<file path="config.mk">
export PLATFORM = sky130hd
export DESIGN_NAME = cvp_boot_loader
export DESIGN_NICKNAME = d
export VERILOG_FILES = /design/src/rtl/cvp_boot_loader_pkg.sv /design/src/rtl/cvp_frame_rx.sv /design/src/rtl/cvp_boot_loader.sv
export SDC_FILE = /design/constraint.sdc
export NUM_CORES = 1
export LEC_CHECK = 0
export ABC_AREA = 1
export CORE_ASPECT_RATIO = 1.2
export CORE_UTILIZATION = 47
export DETAILED_ROUTE_END_ITERATION = 8
export DONT_BUFFER_PORTS = 1
export SKIP_LAST_GASP = 1
export SYNTH_ARGS = -nofsm -noshare
export SYNTH_HDL_FRONTEND = slang
export SYNTH_SLANG_ARGS = --single-unit
</file>
<file path="constraint.sdc">
create_clock -name Clk -period 1.8 [get_ports Clk]
set_input_delay 0.27 -clock Clk [delete_from_list [all_inputs] [get_ports Clk]]
set_output_delay 0.27 -clock Clk [all_outputs]
set_load 0.01 [all_outputs]
</file>
<file path="src/rtl/cvp_boot_loader_pkg.sv">
// Shared definitions for the CVP14 boot loader: state encodings, default
// framing constants and a helper describing when the byte stream is open.
package cvp_boot_loader_pkg;

  typedef enum logic [3:0] {
    ST_IDLE   = 4'd0,
    ST_ADDR_H = 4'd1,
    ST_ADDR_L = 4'd2,
    ST_CNT_H  = 4'd3,
    ST_CNT_L  = 4'd4,
    ST_DATA_H = 4'd5,
    ST_DATA_L = 4'd6,
    ST_CSUM   = 4'd7,
    ST_HOLD   = 4'd8,
    ST_RUN    = 4'd9,
    ST_ERR    = 4'd10
  } state_t;

  localparam logic [7:0]  SYNC_BYTE_DEFAULT   = 8'hA5;
  localparam int unsigned HOLD_CYCLES_DEFAULT = 4;
  localparam logic [15:0] CNT_GO              = 16'h0000;

  // The stream is closed only while the core is being released or is running.
  function automatic logic stream_open(input state_t s);
    return !((s == ST_HOLD) || (s == ST_RUN));
  endfunction

endpackage

</file>
<file path="src/rtl/cvp_frame_rx.sv">
// Byte-stream frame parser: tracks frame fields, accumulates the XOR checksum
// and issues one-cycle memory write strobes for each received data word.
module cvp_frame_rx
  import cvp_boot_loader_pkg::*;
#(
  parameter logic [7:0] SYNC_BYTE = SYNC_BYTE_DEFAULT
) (
  input  logic        clk,
  input  logic        rst_n,
  input  logic        in_valid,
  input  logic [7:0]  in_data,
  input  logic        hold_done,
  output logic        in_ready,
  output state_t      state,
  output logic [15:0] wr_addr,
  output logic [15:0] wr_data,
  output logic        wr_en,
  output logic        error
);

  state_t      state_next;
  logic        accept;
  logic [15:0] addr;
  logic [15:0] cnt;
  logic [15:0] remaining;
  logic [7:0]  data_hi;
  logic [7:0]  checksum;

  assign in_ready = stream_open(state);
  assign accept   = in_valid && in_ready;

  always_ff @(posedge clk or negedge rst_n) begin
    if (!rst_n) state <= ST_IDLE;
    else        state <= state_next;
  end

  always_comb begin
    state_next = state;
    case (state)
      ST_IDLE, ST_ERR: if (accept && (in_data == SYNC_BYTE)) state_next = ST_ADDR_H;
      ST_ADDR_H:       if (accept) state_next = ST_ADDR_L;
      ST_ADDR_L:       if (accept) state_next = ST_CNT_H;
      ST_CNT_H:        if (accept) state_next = ST_CNT_L;
      ST_CNT_L:
        if (accept) state_next = ({cnt[15:8], in_data} == CNT_GO) ? ST_CSUM : ST_DATA_H;
      ST_DATA_H:       if (accept) state_next = ST_DATA_L;
      ST_DATA_L:
        if (accept) state_next = (remaining == 16'd1) ? ST_CSUM : ST_DATA_H;
      ST_CSUM:
        if (accept) begin
          if (in_data != checksum)  state_next = ST_ERR;
          else if (cnt == CNT_GO)   state_next = ST_HOLD;
          else                      state_next = ST_IDLE;
        end
      ST_HOLD:         if (hold_done) state_next = ST_RUN;
      ST_RUN:          state_next = ST_RUN;
      default:         state_next = ST_IDLE;
    endcase
  end

  always_ff @(posedge clk or negedge rst_n) begin
    if (!rst_n) begin
      addr      <= '0;
      cnt       <= '0;
      remaining <= '0;
      data_hi   <= '0;
      checksum  <= '0;
      wr_addr   <= '0;
      wr_data   <= '0;
      wr_en     <= 1'b0;
      error     <= 1'b0;
    end else begin
      wr_en <= 1'b0;
      if (accept) begin
        case (state)
          ST_IDLE, ST_ERR: if (in_data == SYNC_BYTE) checksum <= '0;
          ST_ADDR_H: begin
            addr[15:8] <= in_data;
            checksum   <= checksum ^ in_data;
          end
          ST_ADDR_L: begin
            addr[7:0] <= in_data;
            checksum  <= checksum ^ in_data;
          end
          ST_CNT_H: begin
            cnt[15:8] <= in_data;
            checksum  <= checksum ^ in_data;
          end
          ST_CNT_L: begin
            cnt[7:0]  <= in_data;
            remaining <= {cnt[15:8], in_data};
            checksum  <= checksum ^ in_data;
          end
          ST_DATA_H: begin
            data_hi  <= in_data;
            checksum <= checksum ^ in_data;
          end
          ST_DATA_L: begin
            // Address increment wraps naturally at 16 bits.
            wr_en     <= 1'b1;
            wr_addr   <= addr;
            wr_data   <= {data_hi, in_data};
            addr      <= addr + 16'd1;
            remaining <= remaining - 16'd1;
            checksum  <= checksum ^ in_data;
          end
          ST_CSUM: if (in_data != checksum) error <= 1'b1;
          default: ;
        endcase
      end
    end
  end

endmodule

</file>
<file path="src/rtl/cvp_boot_loader.sv">
// CVP14 boot loader top: frame parser, post-load hold counter, core reset/done
// control and the loader/core memory-port multiplexer.
module cvp_boot_loader
  import cvp_boot_loader_pkg::*;
#(
  parameter logic [7:0]  SYNC_BYTE   = SYNC_BYTE_DEFAULT,
  parameter int unsigned HOLD_CYCLES = HOLD_CYCLES_DEFAULT
) (
  input  logic        Clk,
  input  logic        Reset_n,
  input  logic        in_valid,
  input  logic [7:0]  in_data,
  output logic        in_ready,
  input  logic [15:0] CoreAddr,
  input  logic        CoreRD,
  input  logic        CoreWR,
  input  logic [15:0] CoreDataOut,
  output logic [15:0] MemAddr,
  output logic        MemRD,
  output logic        MemWR,
  output logic [15:0] MemDataOut,
  output logic        CoreReset,
  output logic        Done,
  output logic        Error
);

  localparam logic [7:0] HOLD_LAST = 8'(HOLD_CYCLES - 1);

  state_t      state;
  logic        hold_done;
  logic [7:0]  hold_cnt;
  logic [15:0] wr_addr;
  logic [15:0] wr_data;
  logic        wr_en;
  logic        run;

  cvp_frame_rx #(.SYNC_BYTE(SYNC_BYTE)) u_frame_rx (
    .clk       (Clk),
    .rst_n     (Reset_n),
    .in_valid  (in_valid),
    .in_data   (in_data),
    .hold_done (hold_done),
    .in_ready  (in_ready),
    .state     (state),
    .wr_addr   (wr_addr),
    .wr_data   (wr_data),
    .wr_en     (wr_en),
    .error     (Error)
  );

  // Counts cycles spent in HOLD; the last one releases the core on the next edge.
  always_ff @(posedge Clk or negedge Reset_n) begin
    if (!Reset_n)              hold_cnt <= '0;
    else if (state == ST_HOLD) hold_cnt <= hold_cnt + 8'd1;
    else                       hold_cnt <= '0;
  end

  assign hold_done = (state == ST_HOLD) && (hold_cnt == HOLD_LAST);
  assign run       = (state == ST_RUN);
  assign CoreReset = !run;
  assign Done      = run;

  // The core owns the port combinationally once running so its timing is untouched.
  always_comb begin
    MemAddr    = wr_addr;
    MemRD      = 1'b0;
    MemWR      = wr_en;
    MemDataOut = wr_data;
    if (run) begin
      MemAddr    = CoreAddr;
      MemRD      = CoreRD;
      MemWR      = CoreWR;
      MemDataOut = CoreDataOut;
    end
  end

endmodule

</file>
Word-level counts from Yosys, hierarchy flattened
Cells that the tools add are included.
Storage, ports and cells
  output and inout bits: 38
  flip-flop bits (word level): 110
  bits of input ports: 45
Cells by class
  equal/unequal tests: 24
  bitwise gates (word level): 1
  mux-type cells: 26
  $add $sub $neg: 3
  reduce and logical (&&, ||, !) cells: 25
Operators by type and width (count)
  $pmux W8 S2: 3
  $mux W4: 11
  $pmux W4 S10: 1
  $logic_not A16 Y1: 2
  $mux W16: 2
  $pmux W16 S2: 1
  $ne A2 B1 Y1 const B: 9
  $add A16 B1 Y16 const B: 1
  $eq A16 B1 Y1 const B: 1
  $eq A4 B3 Y1 const B: 4
  $mux W8: 2
  $sub A16 B1 Y16 const B: 1
  $reduce_and A2 Y1: 7
  $eq A4 B4 Y1 const B: 3
  $reduce_and A9 Y1: 1
  $add A8 B1 Y8 const B: 1
  $eq A4 B2 Y1 const B: 2
  $eq A8 B2 Y1 const B: 1
  $eq A8 B8 Y1 const B: 1
  $ne A8 B8 Y1: 1
  $reduce_bool A2 Y1: 4
  $xor A8 B8 Y8: 1
  $reduce_and A3 Y1: 2
  $reduce_or A6 Y1: 1
  other kinds (9): 16

Longest topological paths before layout
Gate-level depths: netlist (run 1).
  depth after elaboration: 7
  gate-level depth with buffers: 12
  depth with buffers taken out: 11

Modules after synthesis
From an unflattened synthesis (run 1), not the netlist that was laid out.
Unflattened totals
  cells, all modules: 839
  area total of the unflattened synthesis: 6068.3 um^2
By module, submodules not included
  cvp_frame_rx: cells an instance 675, instances 1, area each 5205.0 um^2
  cvp_boot_loader: cells an instance 164, instances 1, area each 863.3 um^2

Least setup slack after synthesis (run 1)
No wires, ideal clock.
  path kind: register to output
  from: register u_frame_rx.state[0]
  to: output port MemRD
  required time: 1.530 ns
  stages on the path, launching flop included: 8
  path buffers: 1
  data arrival time: 1.320 ns
  slack: 0.210 ns
  path through: dfrtp_1 > inv_2 > nor2_1 > inv_2 > nor2_4 > inv_2 > buf_2 > nor2_1
On the way
  word-level cells in the longest chain between the ends: 2
Ends and longest elaborated chain
  start, declared: line cvp_frame_rx.sv:14  | output state_t state,
  start signal, assigned: line cvp_frame_rx.sv:34  | else state <= state_next;
  $eq A4 B4 Y1: line cvp_boot_loader.sv:59  | assign run = (state == ST_RUN);
  $mux W1: line cvp_boot_loader.sv:69  | if (run) begin
  end, declared: line cvp_boot_loader.sv:19  | output logic MemRD,
Every way passes these cells.

Worst setup path after layout (run 1)
  from: register u_frame_rx.state[0]
  to: output port MemAddr[4]
On the way
  word-level cells in the longest chain between the ends: 2
Ends and longest elaborated chain
  $eq A4 B4 Y1: line cvp_boot_loader.sv:59
  $mux W16: line cvp_boot_loader.sv:69
  end, declared: line cvp_boot_loader.sv:18  | output logic [15:0] MemAddr,
Every way passes these cells.

==> metrics.cfg, run 1 <==
[run_status]
outcome=finished, violations left
violations=hold timing, setup timing

[clocking]
path_clk_slew_ns=0.08
clk_latency_ns=0.35
cts_tree=built
cts_max_path_buffers=2
cts_root_buffer=clkbuf_16
clock-sinks=110
cts_made_buffers=9
cts_max_level=3

[setup_path]
required_ns=1.53
rr_startpoint=u_frame_rx.state[2]
startpoint=u_frame_rx.state[0]
path_class=reg2out
worstPathArrival_ns=1.59
end_kind=primary output
cp-start-kind=flop
crit_fanout=5
reg2reg_depth=9

[timing]
final-setup-viol-count=34
finalWorstPathRequiredPeriod_ns=1.86
report.final.slew_viol_count=0
setup_tns_ns=-1.10
timing.fmax_mhz=538
hold_slack_ns=-0.391
fin_crit_sh_pct=103
worst_slew_pin_slew_ns=0.386
fin_ws_ns=-0.0602
hold_viol_final=110
finalClockSkew_ns=0.00973
timing.slew.headroom_pct=74.3
rsz0062_at_grt=true

[synth]
ys_ff_latch=110
yosys_warnings=0
synthCells=833
synth_area_per_cell_um2=7.30
synth_edf_count=0
synth_top_cell_area_share_pct=45.3
synthArstFlopShare_pct=100
synth_seq_area_share_pct=45.3
synth_cell_types=40
syn_area_um2=6080
yosysTopAreaCell=dfrtp_1
synthTopCellsByArea=dfrtp_1 (45%), nand2_1 (18%), o21ai_0 (6.5%), nor2_1 (5.2%), inv_1 (4.6%)
yosys_most_used_dff=dfrtp_1
syn_nets=882

[layout]
area_delta_synth_final_pct=13.9
multi_input_area_um2=3030
diodes=0
drive_gt1_share_pct=15.6
nets=895
regArea_um2=2760
final_common_cell=nand2_1
final_cell_mix=nand2_1 (246), dfrtp_1 (108), nor2_1 (83)
fin_area_um2=6920
nFillCells=1201

[power]
p_int_mw=6.31
switching_power_mw=4.77
vdd_drop_max_uv=581
clock_power_share_pct=17.8
power_density_nw_per_um2=1600
p_leak_nw=3.36
p_sw_share_pct=43.1
p_seq_share_pct=39.7
combPwrFrac_pct=42.6

[global_routing]
gr-total-overflow=0
grt_usage_pct=22.8
grt_pass1_vias=4967
grt_start_max_net_pins=111
grt_pass1_wl_um=24200
antenna_found_initial=0

[floorplan]
die_y_um=127
die_w_um=106
core_um2=12600
core.rowCount=45
die_area_um2=13400
initial_core_util_pct=48.2
pin_count=83

[min_path]
min_path_type=in2async

[route]
dr.pass1.iters=5
route.vias.total=5406
drc=0
viasPerCell=5.33
ant_nets=0
post_drt_wl_per_cell_um=14.9
drtIter0Drc=309
routed_wl_um=15200

[place]
io_buffer_count=0
dp_worst_setup_slack_ns=0.0680
placed_area_um2=6260
gp_congestion=0.900
post-dp-hpwl_um=10200

[job]
max_cap_violations=0

==> stage by stage <==
step | power, mW | utilization, % | hold slack, ns | std cells
global route | 12.0 | 54.9 | -0.407 | 1015
finish | 11.1 | 54.9 | -0.391 | 1015
detailed placement | 8.65 | 49.6 | -0.0239 | 987
global placement | 8.51 | 49.6 | -0.0234 | 987
CTS | 10.9 | 53.8 | -0.403 | 1011
floorplan | 7.64 | - | -0.0256 | 833
==> sequential cells by signal, summed over array words and instances (netlist names) <==
name	count
hold_cnt	8
u_frame_rx.addr	16
u_frame_rx.checksum	8
u_frame_rx.cnt	16
u_frame_rx.data_hi	8
u_frame_rx.error	1
u_frame_rx.remaining	16
u_frame_rx.state	4
u_frame_rx.wr_addr	16
u_frame_rx.wr_data	16
u_frame_rx.wr_en	1
==> kinds of logic after synthesis <==
group | count (synthesis) | share of synthesized area [%]
flip-flops | 110 | 45.3
adder cells (fa/ha/maj) | 4 | 0.823
AND/OR/NAND/NOR | 462 | 32.6
buffers and inverters | 109 | 8.03
XOR/XNOR | 9 | 1.30
AO/OA/AOI/OAI | 139 | 12.0
==> area by class of cell <==
type,count,share of cell area [%]
tap,164,2.96
sequential,110,39.8
timing repair buffer,26,4.05
clock inverter,6,0.759
multi-input combinational,614,43.7
inverter,84,5.08
clock buffer,10,3.45
timing repair inverter,1,0.163
==> critical path, cell delays in order, from the launching register on <==
cell and delay, ns:
dfrtp_1 0.37, inv_2 0.07, nor2_4 0.14, inv_4 0.05
nor2_4 0.14, buf_12 0.18, clkbuf_16 0.16, nand2_2 0.05
nand2_2 0.07
==> per-layer routing <==
| metal | wire length (um) | vias up | track usage, % | part of all wire, % |
|---|---|---|---|---|
| met1 | 6900 | 2553 | 30.4 | 46 |
| met5 | 0 | - | 0 | 0 |
| met2 | 7320 | 158 | 37.5 | 48 |
| met3 | 676 | 25 | 3.65 | 4.5 |
| li1 | - | 2670 | - | - |
| met4 | 274 | 0 | 8.50 | 1.8 |
==> power by group through the flow <==
stage	Sequential (mW)	Combinational [mW]	Clock, mW
6_report	4.39	4.72	1.97
3_5_place_dp	4.43	4.21	0
3_3_place_gp	4.40	4.11	0
4_1_cts	4.38	4.55	2.01
2_1_floorplan	4.21	3.43	0
5_1_grt	4.54	5.33	2.11
==> path summary, 6_finish.rpt <==
path | slack [ns] | endpoint
worst max-delay path | -0.06 | MemAddr[4]
worst min-delay path | -0.39 | u_frame_rx.wr_addr[12]
worst max register to register | 0.02 | u_frame_rx.checksum[2]
worst min register to register | 0.47 | hold_cnt[0]
max in group asynchronous | 1.94 | u_frame_rx.cnt[12]
min in group Clk | 0.03 | u_frame_rx.data_hi[5]
==> cell usage after synthesis (8+ instances only) <==
library cell  instances
o21ai_1              26
nor2_1               85
nand2_1             299
xnor2_1               8
nand3b_1              9
nand3_1              34
a21oi_1              20
inv_2                 8
dfrtp_1             110
buf_2                18
inv_1                74
nor3_1                8
o21ai_0              79
==> repair_timing <==
action / in CTS / in global routing
endpoints found under the hold margin: 110 / 110
setup buffers: 6 / 3
pin swaps: 1 / 16
gates resized for setup: 58 / 27
gates cloned: 2 / 2
endpoints found under the setup margin: 35 / 82
(Power assumes the default switching activity.)
==> run 2, diff against run 1 <==
- clock period: 1.8 -> 1.79 ns (I/O delays scaled with it)
==> metrics.cfg, run 2 (synthesis results as in run 1) <==
[setup_path]
r2r_slack_ns=0.12
crit_fanout=5
required_ns=1.52
cp-start-kind=flop
end_kind=primary output
path_class=reg2out
rr_startpoint=u_frame_rx.state[1]
reg2reg_depth=9
worstPathArrival_ns=1.54
r2r-end=u_frame_rx.checksum[1]

[clocking]
cts_max_path_buffers=2
cts_tree=built
cts_max_level=3
cts_root_buffer=clkbuf_16
clock-sinks=110
clk_latency_ns=0.36
path_clk_slew_ns=0.08
cts_made_buffers=9

[power]
p_leak_nw=3.43
vdd_drop_max_uv=761
clock_power_share_pct=18.8
combPwrFrac_pct=42.3
p_seq_share_pct=38.9
report.power.total_mw=11.3
switching_power_mw=4.82
power_density_nw_per_um2=1620
p_int_mw=6.52
p_sw_share_pct=42.5

[global_routing]
grt_pass1_wl_um=24400
gr-total-overflow=0
grt_start_max_net_pins=111
grt_pass1_vias=5049
antenna_found_initial=0
grt_usage_pct=22.8

[route]
dr.pass1.iters=5
drc=0
routed_wl_um=14700
ant_nets=0
route.vias.total=5363
post_drt_wl_per_cell_um=14.5
viasPerCell=5.27
drtIter0Drc=300

[layout]
final_cell_mix=nand2_1 (243), dfrtp_1 (107), nor2_1 (83)
fin_area_um2=7020
nets=898
nFillCells=1204
drive_gt1_share_pct=16.5
final_common_cell=nand2_1
area_delta_synth_final_pct=15.5
diodes=0
fin_cells=1018
fin_util_pct=55.7

[timing]
timing.slew.headroom_pct=76.2
setup_tns_ns=-0.212
finalClockSkew_ns=0.0103
hold_slack_ns=-0.398
report.final.slew_viol_count=0
fin_crit_sh_pct=101
fin_ws_ns=-0.0233
final-setup-viol-count=20
finalWorstPathRequiredPeriod_ns=1.81
hold_viol_final=110
rsz0062_at_grt=true
timing.fmax_mhz=551
worst_slew_pin_slew_ns=0.355

[run_status]
violations=hold timing, setup timing
outcome=finished, violations left

[floorplan]
core_um2=12600
core.rowCount=45
die_area_um2=13400
die_w_um=106
pin_count=83
die_y_um=127
initial_core_util_pct=48.2

[job]
max_cap_violations=0

[place]
post-dp-hpwl_um=10300
gp_congestion=0.903
dp.cells=992
io_buffer_count=0
placed_area_um2=6290
dp_worst_setup_slack_ns=0.0640

[min_path]
min_path_type=in2async

run 2: how the worst max path moves through the flow:
stage	cells past startpoint	to	from
after floorplan	7	MemRD	u_frame_rx.state[0]
after global placement	10	u_frame_rx.remaining[7]	u_frame_rx.state[3]
after detailed placement	10	u_frame_rx.remaining[7]	u_frame_rx.state[3]
after CTS	7	MemDataOut[0]	u_frame_rx.state[1]
after global routing	8	MemDataOut[11]	u_frame_rx.state[0]
final	7	MemDataOut[6]	u_frame_rx.state[1]
run 2: power by group through the flow:
stage,logic [mW],registers [mW],clock network [mW]
after global placement,4.17,4.43,0
final,4.80,4.42,2.13
after detailed placement,4.29,4.46,0
after CTS,4.65,4.39,2.17
after floorplan,3.45,4.24,0
after global routing,5.44,4.57,2.27
run 2: layer usage:
layer / up-vias / track usage, % / share of wire (%) / wire [um]
met4: 0 / 7.68 / 2.0 / 292
met3: 23 / 3.34 / 4.9 / 719
met1: 2515 / 30.5 / 46 / 6800
met5: - / 0 / 0 / 0
met2: 155 / 37.9 / 47 / 6940
li1: 2670 / - / - / -
run 2: cell type report:
cell class                      instances  area (um^2)  area share, %
Clock buffer                            9          225           3.21
Tap cell                              164          205           2.92
Inverter                               84          333           4.74
Timing Repair Buffer                   30          329           4.69
Multi-Input combinational cell        614         3080           43.9
Sequential cell                       110         2760           39.3
Clock inverter                          7         87.6           1.25
run 2: what timing repair did:
| action | in CTS | in global routing |
|---|---|---|
| pin swaps | 7 | 22 |
| gates cloned | 3 | 0 |
| buffers inserted | 6 | 1 |
| gates resized for setup | 62 | 34 |
| endpoints found under the hold margin | 110 | 110 |
| endpoints found under the setup margin | 35 | 71 |
run 2: critical path, stage by stage (launching register included):
cell	delay [ns]
dfrtp_2	0.43
nor2_4	0.10
inv_2	0.06
nor2_4	0.15
buf_12	0.15
buf_8	0.11
nand2_1	0.08
nand2_2	0.10
==> run 3, diff against run 2 <==
- CORE_ASPECT_RATIO: 1.2 -> 0.75
==> metrics.cfg, run 3 (synthesis results as in run 1) <==
[floorplan]
core.rowCount=35
initial_core_util_pct=48.9
die_y_um=100
pin_count=83
die_w_um=133
core_um2=12400
die_area_um2=13400

[timing]
hold_slack_ns=-0.398
timing.fmax_mhz=545
fin_crit_sh_pct=102
timing.slew.headroom_pct=71.3
hold_viol_final=110
finalWorstPathRequiredPeriod_ns=1.83
fin_ws_ns=-0.0439
report.final.slew_viol_count=0
rsz0062_at_grt=true
finalClockSkew_ns=0.00835
final-setup-viol-count=21
worst_slew_pin_slew_ns=0.429

[setup_path]
reg2reg_depth=7
path_class=reg2out
slowest_stage=dfrtp_2
crit_fanout=4
crit_buf_inv=3
path_cells=nor2_4 > inv_4 > nor2_4 > buf_6 > clkbuf_16 > nand2_2 > nand2_2
cp-start-kind=flop
r2r-end=u_frame_rx.addr[4]
cpPeakStageDelay_ns=0.43
rr_startpoint=u_frame_rx.state[1]
end_kind=primary output
crit_family=flip-flops
worstPathArrival_ns=1.57
startpoint=u_frame_rx.state[1]
required_ns=1.52
endpoint=MemAddr[3]
cp.depth=7
r2r_slack_ns=0.10

[clocking]
cts_root_buffer=clkbuf_16
path_clk_slew_ns=0.07
cts_max_path_buffers=2
cts_max_level=3
cts_made_buffers=9
clk_latency_ns=0.36
clock-sinks=110
cts_tree=built

[global_routing]
antenna_found_initial=0
grt_pass1_wl_um=25000
grt_usage_pct=24.1
grt_start_max_net_pins=111
grt_pass1_vias=4948
gr-total-overflow=0

[run_status]
violations=hold timing, setup timing
outcome=finished, violations left

[layout]
nets=901
final_cell_mix=nand2_1 (251), dfrtp_1 (108), nor2_1 (83)
fin_area_um2=6980
drive_gt1_share_pct=15.9
final_common_cell=nand2_1
fin_util_pct=56.1
area_delta_synth_final_pct=14.8

[route]
route.vias.total=5365
drtIter0Drc=362
ant_nets=0
routed_wl_um=15400
viasPerCell=5.24
drc=0
dr.pass1.iters=5
post_drt_wl_per_cell_um=15.0

[power]
p_leak_nw=3.42
vdd_drop_max_uv=625
power_density_nw_per_um2=1610
report.power.total_mw=11.2

[job]
max_cap_violations=0

[min_path]
min_path_type=in2async

[place]
gp_congestion=0.932
io_buffer_count=0
placed_area_um2=6310
post-dp-hpwl_um=10600

run 3: per-stage QoR:
stage | TNS (ns) | hold WS [ns] | std cells | worst slack, ns
floorplan | 0 | -0.0271 | 833 | 0.201
global placement | 0 | -0.0245 | 994 | 0.125
detailed placement | 0 | -0.0247 | 994 | 0.0229
CTS | -1.63 | -0.409 | 1018 | -0.0863
global route | -3.21 | -0.416 | 1023 | -0.117
finish | -0.483 | -0.398 | 1024 | -0.0439
run 3: area by class of cell:
cell class                      count  area, um^2
Timing Repair Buffer               33         338
Multi-Input combinational cell    614        3040
Clock buffer                       10         239
Sequential cell                   110        2760
Tap cell                          166         208
Clock inverter                      6        63.8
Antenna cell                        1        2.50
Fill cell                        1173        5460
Inverter                           84         337
run 3: repair_timing:
| action | in CTS | in global routing |
|---|---|---|
| setup endpoints to repair | 35 | 85 |
| pin swaps | 10 | 6 |
| buffers inserted | 6 | 5 |
| hold endpoints to repair | 110 | 110 |
| gates cloned | 2 | 1 |
| gates resized for setup | 50 | 28 |
run 3: metal layers:
| metal | share of wire [%] | GRT usage (%) | vias up |
|---|---|---|---|
| li1 | - | - | 2684 |
| met1 | 49 | 35.1 | 2480 |
| met2 | 43 | 36.8 | 180 |
| met3 | 6.0 | 3.92 | 21 |
| met4 | 1.7 | 7.69 | 0 |
| met5 | 0 | 0 | - |
run 3: worst reg2reg max path: stages (launching register included):
cell and delay, ns:
dfrtp_2 0.43, buf_4 0.17, nand2_4 0.11, inv_2 0.07
nand3_1 0.17, clkinvlp_4 0.27, buf_4 0.21, a31oi_1 0.17
run 3: worst min-delay path by stage:
stage | cells after the start | startpoint | slack, ns | end
after CTS | 0 | Reset_n | -0.41 | hold_cnt[2]
after detailed placement | 0 | Reset_n | -0.02 | hold_cnt[7]
final | 0 | Reset_n | -0.40 | hold_cnt[5]
after global placement | 0 | Reset_n | -0.02 | hold_cnt[6]
after floorplan | 0 | Reset_n | -0.03 | hold_cnt[0]
after global routing | 0 | Reset_n | -0.42 | u_frame_rx.wr_data[12]
run 3: power breakdown:
group	switching, mW	internal, mW	leakage, nW
clock network	0.999	1.02	0.146
logic	3.02	1.77	1.92
registers	0.801	3.60	1.35
total	4.82	6.40	3.42
